### config.mk
export PLATFORM = sky130hd
export DESIGN_NAME = if_id_buffer
export DESIGN_NICKNAME = d
export VERILOG_FILES = /design/src/rtl/if_id_pkg.sv /design/src/rtl/if_id_fifo_mem.sv /design/src/rtl/if_id_buffer.sv
export SDC_FILE = /design/constraint.sdc
export NUM_CORES = 1
export LEC_CHECK = 0
export BUFFER_PORTS_ARGS = -buffer_cell sky130_fd_sc_hd__buf_2
export CAP_MARGIN = 20
export CELL_PAD_IN_SITES_DETAIL_PLACEMENT = 1
export CELL_PAD_IN_SITES_GLOBAL_PLACEMENT = 2
export CORE_AREA = 2 2 122 124
export CTS_CLUSTER_SIZE = 16
export DETAILED_ROUTE_END_ITERATION = 10
export DIE_AREA = 0 0 124 126
export HOLD_SLACK_MARGIN = 0.08
export PLACE_DENSITY = 0.86
export RECOVER_POWER = 50
export REMOVE_ABC_BUFFERS = 1
export SLEW_MARGIN = 5
export SYNTH_ARGS = -nofsm -noshare
export SYNTH_HDL_FRONTEND = slang
export SYNTH_SLANG_ARGS = --single-unit
### constraint.sdc
create_clock -name clk -period 6.9 [get_ports clk]
set_clock_uncertainty 0.1 [all_clocks]
set_input_delay 0.345 -clock clk [delete_from_list [all_inputs] [get_ports clk]]
set_output_delay 0.345 -clock clk [all_outputs]
set_load 0.02 [all_outputs]
### src/rtl/if_id_pkg.sv
// Shared types and constants for the fetch-to-decode buffer.
package if_id_pkg;

    localparam int DEF_DATA_W = 32;
    localparam int DEF_PC_W   = 32;

    // Instruction presented to decode whenever the buffer is empty.
    localparam logic [DEF_DATA_W-1:0] NOP_INSTR = 32'h0000_0000;

    // One fetched packet at the default widths.
    typedef struct packed {
        logic [DEF_PC_W-1:0]   pc;
        logic [DEF_DATA_W-1:0] instr;
    } fetch_pkt_t;

endpackage

### src/rtl/if_id_fifo_mem.sv
// Packet storage for the fetch-to-decode buffer: DEPTH registers, one
// write port, asynchronous read. Ordering and occupancy live in the parent.
module if_id_fifo_mem
    import if_id_pkg::*;
#(
    parameter type pkt_t = fetch_pkt_t,
    parameter int  DEPTH = 2,
    localparam int PTR_W = $clog2(DEPTH)
) (
    input  logic             clk,
    input  logic             wr_en,
    input  logic [PTR_W-1:0] wr_ptr,
    input  pkt_t             wr_data,
    input  logic [PTR_W-1:0] rd_ptr,
    output pkt_t             rd_data
);

    pkt_t mem [DEPTH];

    // Capture the incoming packet into the slot at the write pointer.
    // NOTE: storage has no reset; stale entries are invisible because the
    // parent masks the read data with its occupancy count.
    always_ff @(posedge clk) begin
        if (wr_en) begin
            mem[wr_ptr] <= wr_data;
        end
    end

    assign rd_data = mem[rd_ptr];

endmodule

### src/rtl/if_id_buffer.sv
// In-order decoupling queue between instruction fetch and decode.
// if_ready comes from registered occupancy only, so decode stalls never
// form a combinational path back into fetch. flush empties the queue.
// Optional: define IF_ID_PERF_CNT_EN to add stall_cnt / flush_cnt outputs.
module if_id_buffer
    import if_id_pkg::*;
#(
    parameter int  DATA_W = DEF_DATA_W,
    parameter int  PC_W   = DEF_PC_W,
    parameter int  DEPTH  = 2,
    localparam int CNT_W  = $clog2(DEPTH) + 1
) (
    input  logic              clk,
    input  logic              rst_n,
    input  logic              if_valid,
    output logic              if_ready,
    input  logic [DATA_W-1:0] if_instr,
    input  logic [PC_W-1:0]   if_pc,
    input  logic              flush,
    output logic              id_valid,
    input  logic              id_ready,
    output logic [DATA_W-1:0] id_instr,
    output logic [PC_W-1:0]   id_pc,
    output logic [CNT_W-1:0]  occupancy
`ifdef IF_ID_PERF_CNT_EN
    ,
    output logic [15:0]       stall_cnt,
    output logic [15:0]       flush_cnt
`endif
);

    localparam int PTR_W = $clog2(DEPTH);

    typedef struct packed {
        logic [PC_W-1:0]   pc;
        logic [DATA_W-1:0] instr;
    } pkt_t;

    logic [PTR_W-1:0] wr_ptr;
    logic [PTR_W-1:0] rd_ptr;
    logic [CNT_W-1:0] count;
    logic             push;
    logic             pop;
    pkt_t             wr_pkt;
    pkt_t             head_pkt;

    // Handshakes; a redirect suppresses both sides in the same cycle.
    assign if_ready  = (count < CNT_W'(DEPTH));
    assign id_valid  = (count != '0);
    assign push      = if_valid & if_ready & ~flush;
    assign pop       = id_valid & id_ready & ~flush;
    assign occupancy = count;
    assign wr_pkt    = '{pc: if_pc, instr: if_instr};

    if_id_fifo_mem #(
        .pkt_t (pkt_t),
        .DEPTH (DEPTH)
    ) u_mem (
        .clk     (clk),
        .wr_en   (push),
        .wr_ptr  (wr_ptr),
        .wr_data (wr_pkt),
        .rd_ptr  (rd_ptr),
        .rd_data (head_pkt)
    );

    // Pointer and occupancy bookkeeping; flush returns everything to empty.
    // NOTE: state is updated with non-blocking assignments so every register
    // samples pre-edge values regardless of statement order.
    always_ff @(posedge clk or negedge rst_n) begin
        if (!rst_n) begin
            wr_ptr <= '0;
            rd_ptr <= '0;
            count  <= '0;
        end else if (flush) begin
            wr_ptr <= '0;
            rd_ptr <= '0;
            count  <= '0;
        end else begin
            if (push) wr_ptr <= wr_ptr + PTR_W'(1);
            if (pop)  rd_ptr <= rd_ptr + PTR_W'(1);
            if (push && !pop)      count <= count + CNT_W'(1);
            else if (pop && !push) count <= count - CNT_W'(1);
        end
    end

    // Present the head packet, or a NOP bubble when nothing is held.
    // NOTE: outputs get defaults first so no path through this block
    // leaves them unassigned (which would infer a latch).
    always_comb begin
        id_instr = DATA_W'(NOP_INSTR);
        id_pc    = '0;
        if (id_valid) begin
            id_instr = head_pkt.instr;
            id_pc    = head_pkt.pc;
        end
    end

`ifdef IF_ID_PERF_CNT_EN
    // Saturating count of cycles where decode holds off a valid packet.
    always_ff @(posedge clk or negedge rst_n) begin
        if (!rst_n) begin
            stall_cnt <= '0;
        end else if (id_valid && !id_ready && stall_cnt != 16'hFFFF) begin
            stall_cnt <= stall_cnt + 16'd1;
        end
    end

    // Saturating count of redirects that actually discarded packets.
    always_ff @(posedge clk or negedge rst_n) begin
        if (!rst_n) begin
            flush_cnt <= '0;
        end else if (flush && id_valid && flush_cnt != 16'hFFFF) begin
            flush_cnt <= flush_cnt + 16'd1;
        end
    end
`endif

endmodule

# Word-level counts from Yosys, hierarchy flattened
# Memories as Yosys holds them, arrays and structs flattened.
# Cells that the tools add are included.
[word_totals]
elab_cells = 33
regBits = 4
inputBits = 69
output_inout_bits = 68
memories = 1
ramBits = 128
[mem_list]
columns = ["name", "words", "word_bits", "read_ports", "rd_clocked_by_memory_dff", "write_ports", "line", "text"]
rows = [
  ["u_mem.mem", 2, 64, 1, 0, 1, "if_id_fifo_mem.sv:18", "pkt_t mem [DEPTH];"],
]
[classes]
addsub = 4
bitwise = 5
magnitude_cmp = 1
mux = 11
n_reduce_logical = 8
[op_table]
columns = ["op", "count"]
rows = [
  ["two-way mux 32 bit", 2],
  ["two-way mux 1 bit", 6],
  ["two-way mux 2 bit", 3],
  ["nonzero test 2 bit", 3],
  ["bitwise AND 1 bit", 4],
  ["nonzero test 3 bit", 1],
  ["adder 1 bit (second input constant)", 2],
  ["adder 2 x 1 -> 2 bit (second input constant)", 1],
  ["logical AND 1 bit", 2],
  ["logical NOT 1 bit", 2],
  ["less-than comparator 2 bit (second input constant)", 1],
  ["subtractor 2 x 1 -> 2 bit (second input constant)", 1],
  ["inverter 1 bit", 1],
]

# Logic depth before layout (Yosys ltp)
# Gate-level depths: netlist of run 1.
[depth]
word_depth = 8
ltp_mapped = 4
depth_no_buf = 3

# Cells and area by module
# A second synthesis of run 1 with hierarchy kept.
[unflattened]
hier_cells = 294
area_unflattened_um2 = 5612.9
[by_module_without_submodules]
columns = ["mod", "seq_area_each_um2", "n_inst", "area_each_um2", "cells_each"]
rows = [
  ["if_id_fifo_mem", 3843.7, 1, 4933.5, 201],
  ["if_id_buffer", 100.1, 1, 679.4, 93],
]

# Worst setup path before layout of run 1
# No wires, ideal clock.
[synth_path]
path_type = "register -> register"
from = "register count[1] (netlist: occupancy[1])"
to = "memory u_mem.mem[1][0] (netlist name), enable pin"
setup_ps = 578
path_slack_ps = 867
stages_incl_launch_ff = 3
synth_period_minus_slack_ps = 6033
n_path_buf = 0
required_ps = 6222
arrival_time_ps = 5355
path_cell_list = "dfrtp_1 nand2b_4 nor3b_1"
[synth_between]
elab_chain_len = 5
[synth_rtl]
columns = ["element", "line", "text"]
rows = [
  ["start, declared", "if_id_buffer.sv:41", "logic [CNT_W-1:0] count;"],
  ["start signal, assigned", "if_id_buffer.sv:82", "if (push && !pop) count <= count + CNT_W'(1);"],
  ["start signal, assigned", "if_id_buffer.sv:83", "else if (pop && !push) count <= count - CNT_W'(1);"],
  ["less-than comparator 2 bit", "if_id_buffer.sv:48", "assign if_ready = (count < CNT_W'(DEPTH));"],
  ["bitwise AND 1 bit (2 in series)", "if_id_buffer.sv:50", "assign push = if_valid & if_ready & ~flush;"],
  ["two-way mux 1 bit", "if_id_fifo_mem.sv:24", "if (wr_en) begin"],
  ["two-way mux 1 bit (implied by the code)", "if_id_fifo_mem.sv:25", "mem[wr_ptr] <= wr_data;"],
  ["end, declared", "if_id_fifo_mem.sv:18", ""],
]
# No other way between the ends.

# Worst setup path after layout of run 1
[layout_path]
from = "register count[1] (netlist: occupancy[1])"
to = "memory u_mem.mem[1][35] (netlist name), enable pin"
# The elaborated chain is that of the path after synthesis.

==> results of run 1 <==
final timing paths:
kind | start | to | slack (ps) | depth (start not counted)
min in group asynchronous | rst_n | occupancy[0] | 210 | 2
worst min register to register | wr_ptr | wr_ptr | 470 | 2
worst max register to register | occupancy[1] | u_mem.mem[1][35] | 2650 | 3
worst max-delay path | occupancy[1] | u_mem.mem[1][35] | 2650 | 3
worst min-delay path | if_valid | occupancy[1] | 110 | 3
max in group asynchronous | rst_n | rd_ptr | 6290 | 2
cell families (layout without fill, tap and decap cells):
logic type                after synthesis  count (layout)  share of synthesized area
DFF                                   132             132                      0.775
and+or+nand+nor                        74              74                     0.0605
muxes                                  65              65                      0.128
buffers and inverters                  16             239                     0.0293
AOI/OAI and AO/OA                       4               4                    0.00393
xor gates and xnor gates                2               2                    0.00344
routing by layer:
layer / vias up / part of all wire / track usage
met3: 20 / 0.048 / 0.0448
met5: - / 0 / 0
met4: 0 / 0.024 / 0.0747
met2: 97 / 0.52 / 0.262
met1: 1570 / 0.40 / 0.168
li1: 1506 / - / -
power by group through the flow:
stage          clock network [mW]  registers (mW)  logic, mW
2_1_floorplan                   0           0.956      0.103
3_3_place_gp                    0           0.956      0.167
3_5_place_dp                    0           0.959      0.171
4_1_cts                     0.791           0.943      0.201
5_1_grt                     0.825           0.939      0.223
6_report                    0.768           0.936      0.204
metrics by stage:
step                cell area, sq um   util
floorplan                       4950      -
global placement                5900  0.412
detailed placement              5900  0.412
CTS                             7070  0.494
global route                    6990  0.489
finish                          6990  0.489
state kept, by name, indices dropped and copies added (netlist names):
register / cells
wr_ptr: 1
rd_ptr: 1
u_mem.mem: 128
occupancy: 2
critical path: stages, from the launching register on:
cell,delay [ps]
dfrtp_1,460
nand2b_1,240
nor3b_1,310
clkbuf_1,2590
cell usage in the layout (no fill, tap or decap), types with 2 or more instances in the layout:
cell type      netlist  layout
edfxtp_1           128     128
buf_2                2      80
nor2_1              67      66
dlygate4sd3_1        0      66
mux2i_1             64      64
clkbuf_1             0      62
clkbuf_16            0      17
clkinv_2             0       4
dfrtp_1              4       4
nand2b_1             1       2
nor2b_1              1       2
o21ai_0              2       2
a21oi_1              2       2
xor2_1               2       2
clkbuf_8             0       2
clkinvlp_4           0       2
buf_4                6       2
cell type report:
class | instances | area (sq um)
clock inverters | 6 | 35.0
flip-flops and latches | 132 | 3940
fillers | 1476 | 7320
well taps | 184 | 230
clock buffers | 25 | 475
repair buffers | 206 | 1310
multi-input cells | 145 | 990
inverters | 2 | 7.51
==> results.py, run 1 <==
metrics = {
    "floorplan": {
        "die_x_microns": 124,
        "rows": 44,
        "die_h_microns": 126,
        "pin_count": 137,
        "initial_utilization": 0.356,
        "core_area_sq_mm": 0.0143,
        "dieArea_sq_mm": 0.0156,
    },
    "critical_path": {
        "arrival_ps": 4070,
        "worst-path-max-fanout": 63,
        "worstPathRequired_ps": 6720,
        "startpoint_type": "flip-flop",
        "path_class": "reg -> reg",
        "cp-end-kind": "flip-flop",
    },
    "sta": {
        "setup_viol": 0,
        "period_minus_slack_ps": 4250,
        "slew_viol_final": 110,
        "worst_slack_ps": 2650,
        "holdWs_ps": 114,
        "rsz0062_at_grt": "no",
        "max_slew_margin": -1.43,
        "worstMarginPinSlew_ps": 3640,
        "fmax_ghz": 0.236,
        "tns_ps": 0,
        "hold_violations": 0,
        "final.period_utilization": 0.615,
    },
    "cells_and_area": {
        "antenna_cells": 0,
        "drive_gt1_frac": 0.217,
        "fin_nets": 573,
        "areaGrowthSynthToFinish_pct": 37.4,
        "final_cells": 700,
    },
    "cts": {
        "worstSkewPairLatency_ps": 400,
        "ctsHoldBuffers": 66,
        "cts_setup_buffers": 0,
        "htree_levels": 4,
        "cts.clk_slew.worst_paths_ps": 50,
        "clockRootBuffer": "clkbuf_16",
        "cts_resized": 0,
        "cts_tree": "done",
        "cts_buffers": 17,
        "cts.sinks": 132,
        "cts_buffer_depth": 2,
    },
    "synthesis": {
        "synth_top_area_frac": 0.755,
        "ys.flop_type": "edfxtp_1",
        "synthArstFlopShare": 0.0303,
        "yosysTopAreaCell": "edfxtp_1",
        "synth_cell_types": 21,
        "netlist_top_cells_area": "edfxtp_1 (76%), mux2i_1 (13%), nor2_1 (4.9%)",
        "synth_common_cells": "edfxtp_1 (128), nor2_1 (67), mux2i_1 (64)",
        "postSynthAreaPerCell_sq_um": 17.4,
        "syn_inst": 293,
        "syn_area_sq_mm": 0.00509,
        "ys_ff_latch": 132,
        "seq_area_frac_synth": 0.775,
        "synth_warnings": 0,
        "synth_edf_count": 128,
        "synth_most_common_cell": "edfxtp_1",
    },
    "pwr": {
        "p_sw_frac": 0.225,
        "p_seq_frac": 0.491,
        "p_sw_uw": 430,
        "leakage_nw": 2.55,
        "internal_power_mw": 1.48,
        "combPwrFrac": 0.107,
        "power.total_mw": 1.91,
        "ir_drop_mv": 0.143,
        "powerDensity_mw_per_mm2": 273,
        "power_frac_clock": 0.403,
    },
    "hold_path": {
        "worstHoldPathType": "in -> reg",
    },
    "detailed_routing": {
        "remaining_drc_errors": 0,
        "drtIter0Drc": 114,
        "wl_per_cell_microns": 16.0,
        "via_per_inst": 4.56,
        "first_pass_iters": 4,
        "drt_wl_total_microns": 11200,
        "antenna_left": 0,
        "vias": 3193,
    },
    "outcome": {
        "violations": "max-capacitance violations, max-slew violations",
        "status": "complete, but fails checks",
    },
    "place": {
        "dp_hpwl_microns": 6450,
        "portBuffers": 136,
        "dp_slack_ps": 4160,
        "dp_cells": 602,
        "place_congestion": 0.648,
    },
    "grt": {
        "grt_pass1_wl_microns": 17400,
        "antenna_found_initial": 0,
        "overflow": 0,
        "grt_util_all_layers": 0.151,
        "grt_start_max_net_pins": 66,
        "grt_pass1_vias": 3509,
    },
    "job": {
        "cap_violations": 3,
    },
}
(Power assumes the default switching activity.)
==> run 2, diff against run 1 <==
==> constraint.sdc (replaced) <==
create_clock -name clk -period 4.1 [get_ports clk]
set_clock_uncertainty 0.1 [all_clocks]
set_input_delay 0.205 -clock clk [delete_from_list [all_inputs] [get_ports clk]]
set_output_delay 0.205 -clock clk [all_outputs]
set_load 0.02 [all_outputs]
==> results.py, run 2 (synthesis gave the netlist of run 1 again) <==
metrics = {
    "place": {
        "dp_slack_ps": 1850,
        "portBuffers": 136,
        "place_congestion": 0.671,
        "dp_hpwl_microns": 6880,
    },
    "grt": {
        "grt_pass1_vias": 3566,
        "grt_start_max_net_pins": 66,
        "antenna_found_initial": 0,
        "grt_util_all_layers": 0.153,
        "overflow": 0,
        "grt_pass1_wl_microns": 17800,
    },
    "cts": {
        "cts_buffers": 17,
        "cts_tree": "done",
        "cts_buffer_depth": 2,
        "htree_levels": 4,
        "cts.clk_slew.worst_paths_ps": 50,
        "cts_setup_buffers": 0,
        "cts.sinks": 132,
        "worstSkewPairLatency_ps": 400,
        "clockRootBuffer": "clkbuf_16",
    },
    "hold_path": {
        "min_path_cells": 2,
        "worstHoldPathType": "in -> reg",
        "hold_path_end": "u_mem.mem[1][14]",
        "hold_start": "if_instr[14]",
    },
    "sta": {
        "fmax_ghz": 0.353,
        "rsz0062_at_grt": "no",
        "final.period_utilization": 0.690,
        "worst_slack_ps": 1270,
        "holdWs_ps": 440,
        "max_slew_margin": -0.193,
        "worstMarginPinSlew_ps": 1790,
        "period_minus_slack_ps": 2830,
        "setup_viol": 0,
        "slew_viol_final": 32,
        "hold_violations": 0,
    },
    "floorplan": {
        "die_h_microns": 126,
        "dieArea_sq_mm": 0.0156,
        "die_x_microns": 124,
        "core_area_sq_mm": 0.0143,
        "initial_utilization": 0.356,
        "pin_count": 137,
        "rows": 44,
    },
    "cells_and_area": {
        "final_core_util": 0.491,
        "final_common_cell": "edfxtp_1",
        "fillers": 1484,
        "fin_nets": 578,
        "drive_gt1_frac": 0.208,
        "mostFrequentLayoutCells": "edfxtp_1 (128), buf_2 (77), dlygate4sd3_1 (69), nor2_1 (66), mux2i_1 (64)",
        "antenna_cells": 0,
        "regMostFlops": "u_mem.mem",
        "areaGrowthSynthToFinish_pct": 38.2,
        "largest_reg_flops": 128,
    },
    "critical_path": {
        "rrSetupSlack_ps": 1270,
        "arrival_ps": 2720,
        "reg2reg_from": "occupancy[1]",
        "cp-end-kind": "flip-flop",
        "reg2reg_depth": 3,
        "path_class": "reg -> reg",
        "worst-path-max-fanout": 31,
        "timing.rr.end": "u_mem.mem[0][60]",
        "worstPathRequired_ps": 3990,
        "startpoint_type": "flip-flop",
    },
    "outcome": {
        "violations": "max-capacitance violations, max-slew violations",
        "status": "complete, but fails checks",
    },
    "detailed_routing": {
        "via_per_inst": 4.58,
        "antenna_left": 0,
        "drt_wl_total_microns": 11400,
        "dr_wl_met3_microns": 529,
        "top_layer": "met4",
        "remaining_drc_errors": 0,
        "met1_length_microns": 4460,
        "first_pass_iters": 4,
        "drtIter0Drc": 193,
        "wl_per_cell_microns": 16.2,
        "vias": 3214,
        "wl_met2_microns": 6140,
    },
    "pwr": {
        "power.total_mw": 3.20,
        "leakage_nw": 2.56,
        "ir_drop_mv": 0.204,
        "powerDensity_mw_per_mm2": 456,
    },
    "job": {
        "cap_violations": 1,
    },
}
[run 2: changes by cell type in the layout (fill, tap and decap cells not counted), sizes merged]
cell	change
clkinv	+4
clkbuf	-4
clkinvlp	-1
bufinv	+1
dlygate4sd3	+3
buf	-1
[run 2: how the worst max path moves through the flow]
stage,startpoint,end,slack [ps],depth (start not counted)
after floorplan,occupancy[1],u_mem.mem[1][0],-1930,2
after global placement,occupancy[1],id_pc[10],1900,4
after detailed placement,occupancy[1],id_instr[20],1850,4
after CTS,occupancy[1],id_instr[20],1420,4
after global routing,occupancy[1],u_mem.mem[0][42],1000,3
final,occupancy[1],u_mem.mem[0][60],1270,3
[run 2: cell type report]
type | count | area (sq um) | share of cell area
sequential | 132 | 3950 | 0.561
timing repair buffer | 211 | 1350 | 0.192
multi-input combinational | 145 | 995 | 0.141
clock buffer | 18 | 429 | 0.0610
tap | 184 | 230 | 0.0327
clock inverter | 10 | 70.1 | 0.00996
inverter | 2 | 7.51 | 0.00107
[run 2: report_power, final]
part           total [mW]  internal (mW)  switching (mW)  leakage, nW
combinational       0.340          0.145           0.195         1.09
clock                1.29          0.801           0.488        0.242
sequential           1.58           1.55          0.0294         1.23
[run 2: routing by layer]
layer  track usage  vias up
li1              -     1515
met1         0.168     1590
met4        0.0615        0
met5             0        -
met2         0.274       91
met3        0.0457       18
[run 2: through the flow]
step                instance area, sq um  TNS [ps]  std cells
finish                              7030         0        702
global route                        7030         0        702
CTS                                 7110         0        701
detailed placement                  5920         0        604
global placement                    5920         0        604
floorplan                           4950   -225350        279
[run 2: critical path, cell delays in order, from the launching register on]
cell	delay, ps
dfrtp_1	460
nand2b_1	260
nor3_1	250
clkbuf_1	1330
[run 2: what timing repair did]
item	in CTS	in global routing
gates resized for setup	0	0
setup endpoints to repair	0	0
hold buffers	69	0
hold endpoints to repair	136	0
==> run 3, diff against run 2 <==
==> constraint.sdc (replaced) <==
create_clock -name clk -period 2.8 [get_ports clk]
set_clock_uncertainty 0.1 [all_clocks]
set_input_delay 0.14 -clock clk [delete_from_list [all_inputs] [get_ports clk]]
set_output_delay 0.14 -clock clk [all_outputs]
set_load 0.02 [all_outputs]
==> results.py, run 3 (synthesis gave the netlist of run 1 again) <==
metrics = {
    "place": {
        "dp_hpwl_microns": 6530,
        "place_congestion": 0.681,
        "portBuffers": 136,
    },
    "sta": {
        "holdWs_ps": 363,
        "rsz0062_at_grt": "no",
        "worstMarginPinSlew_ps": 765,
        "fmax_ghz": 0.455,
        "hold_violations": 0,
        "slew_viol_final": 0,
        "final.period_utilization": 0.785,
        "setup_viol": 0,
        "period_minus_slack_ps": 2200,
        "max_slew_margin": 0.490,
    },
    "cts": {
        "cts.clk_slew.worst_paths_ps": 60,
        "cts_buffers": 17,
        "worstSkewPairLatency_ps": 410,
        "clockRootBuffer": "clkbuf_16",
        "cts.sinks": 132,
        "cts_buffer_depth": 2,
        "htree_levels": 4,
        "cts_tree": "done",
    },
    "floorplan": {
        "dieArea_sq_mm": 0.0156,
        "die_h_microns": 126,
        "initial_utilization": 0.356,
        "pin_count": 137,
        "die_x_microns": 124,
        "core_area_sq_mm": 0.0143,
        "rows": 44,
    },
    "pwr": {
        "powerDensity_mw_per_mm2": 683,
        "ir_drop_mv": 0.427,
        "leakage_nw": 2.62,
    },
    "hold_path": {
        "worstHoldPathType": "in -> reg",
        "min_path_cells": 2,
    },
    "grt": {
        "grt_pass1_wl_microns": 17300,
        "grt_util_all_layers": 0.150,
        "overflow": 0,
        "antenna_found_initial": 0,
        "grt_pass1_vias": 3441,
        "grt_start_max_net_pins": 66,
    },
    "detailed_routing": {
        "vias": 3201,
        "first_pass_iters": 6,
        "wl_per_cell_microns": 15.9,
        "antenna_left": 0,
        "via_per_inst": 4.52,
        "drt_wl_total_microns": 11200,
        "drtIter0Drc": 158,
        "remaining_drc_errors": 0,
    },
    "critical_path": {
        "rrSetupSlack_ps": 710,
        "worstPathRequired_ps": 2560,
        "path_class": "reg -> out",
        "cp-end-kind": "primary output",
        "worst-path-max-fanout": 65,
        "reg2reg_depth": 3,
        "startpoint_type": "flip-flop",
        "arrival_ps": 1960,
    },
    "outcome": {
        "status": "completed",
    },
    "cells_and_area": {
        "final_core_util": 0.497,
        "largest_reg_flops": 128,
        "fin_nets": 580,
        "regMostFlops": "u_mem.mem",
        "final_common_cell": "edfxtp_1",
        "mostFrequentLayoutCells": "edfxtp_1 (128), buf_2 (81), dlygate4sd3_1 (71), nor2_1 (66), mux2i_1 (64)",
        "drive_gt1_frac": 0.233,
        "areaGrowthSynthToFinish_pct": 39.7,
        "antenna_cells": 0,
    },
    "job": {
        "cap_violations": 0,
    },
}
run 3: area by class of cell:
cell class,count,area (sq um)
Multi-Input combinational cell,145,995
Clock inverter,13,116
Sequential cell,132,3950
Inverter,2,7.51
Fill cell,1452,7200
Tap cell,184,230
Clock buffer,19,433
Timing Repair Buffer,213,1380
run 3: power by group:
| group | switching [mW] | internal [mW] | total, mW |
|---|---|---|---|
| logic | 0.305 | 0.215 | 0.520 |
| registers | 0.0223 | 2.26 | 2.28 |
| clock network | 0.762 | 1.29 | 2.05 |
run 3: worst paths after layout:
check,endpoint,from
worst max register to register,u_mem.mem[0][44],occupancy[1]
worst max-delay path,id_instr[21],occupancy[1]
worst min register to register,wr_ptr,wr_ptr
max in group asynchronous,rd_ptr,rst_n
worst min-delay path,u_mem.mem[1][10],if_instr[10]
min in group asynchronous,occupancy[1],rst_n
run 3: per-layer routing:
metal  vias to the layer above  wire length [microns]  GRT usage
met5                         -                      0          0
met4                         0                    170     0.0575
met2                        89                   6160      0.276
li1                       1517                      -          -
met1                      1582                   4360      0.161
met3                        13                    551     0.0439
run 3: worst max-delay path, stage by stage, from the launching register on:
cell and delay [ps]:
dfrtp_1 470, nor2_4 130, buf_4 560, nor2_1 170, buf_2 210
run 3: timing repair:
item,CTS,global route
hold endpoints to repair,136,0
buffers inserted,0,0
gates resized for setup,0,0
hold buffers,71,0
run 3: per-stage QoR:
step                setup WS, ps  area [sq um]  instances  total power [mW]  TNS (ps)
detailed placement           998          5940        605              2.78         0
finish                       601          7110        708              4.85         0
global route                 449          7110        708              5.03         0
global placement            1040          5940        605              2.77         0
floorplan                  -3230          4950        279              2.61   -421420
CTS                          555          7200        708              4.92         0
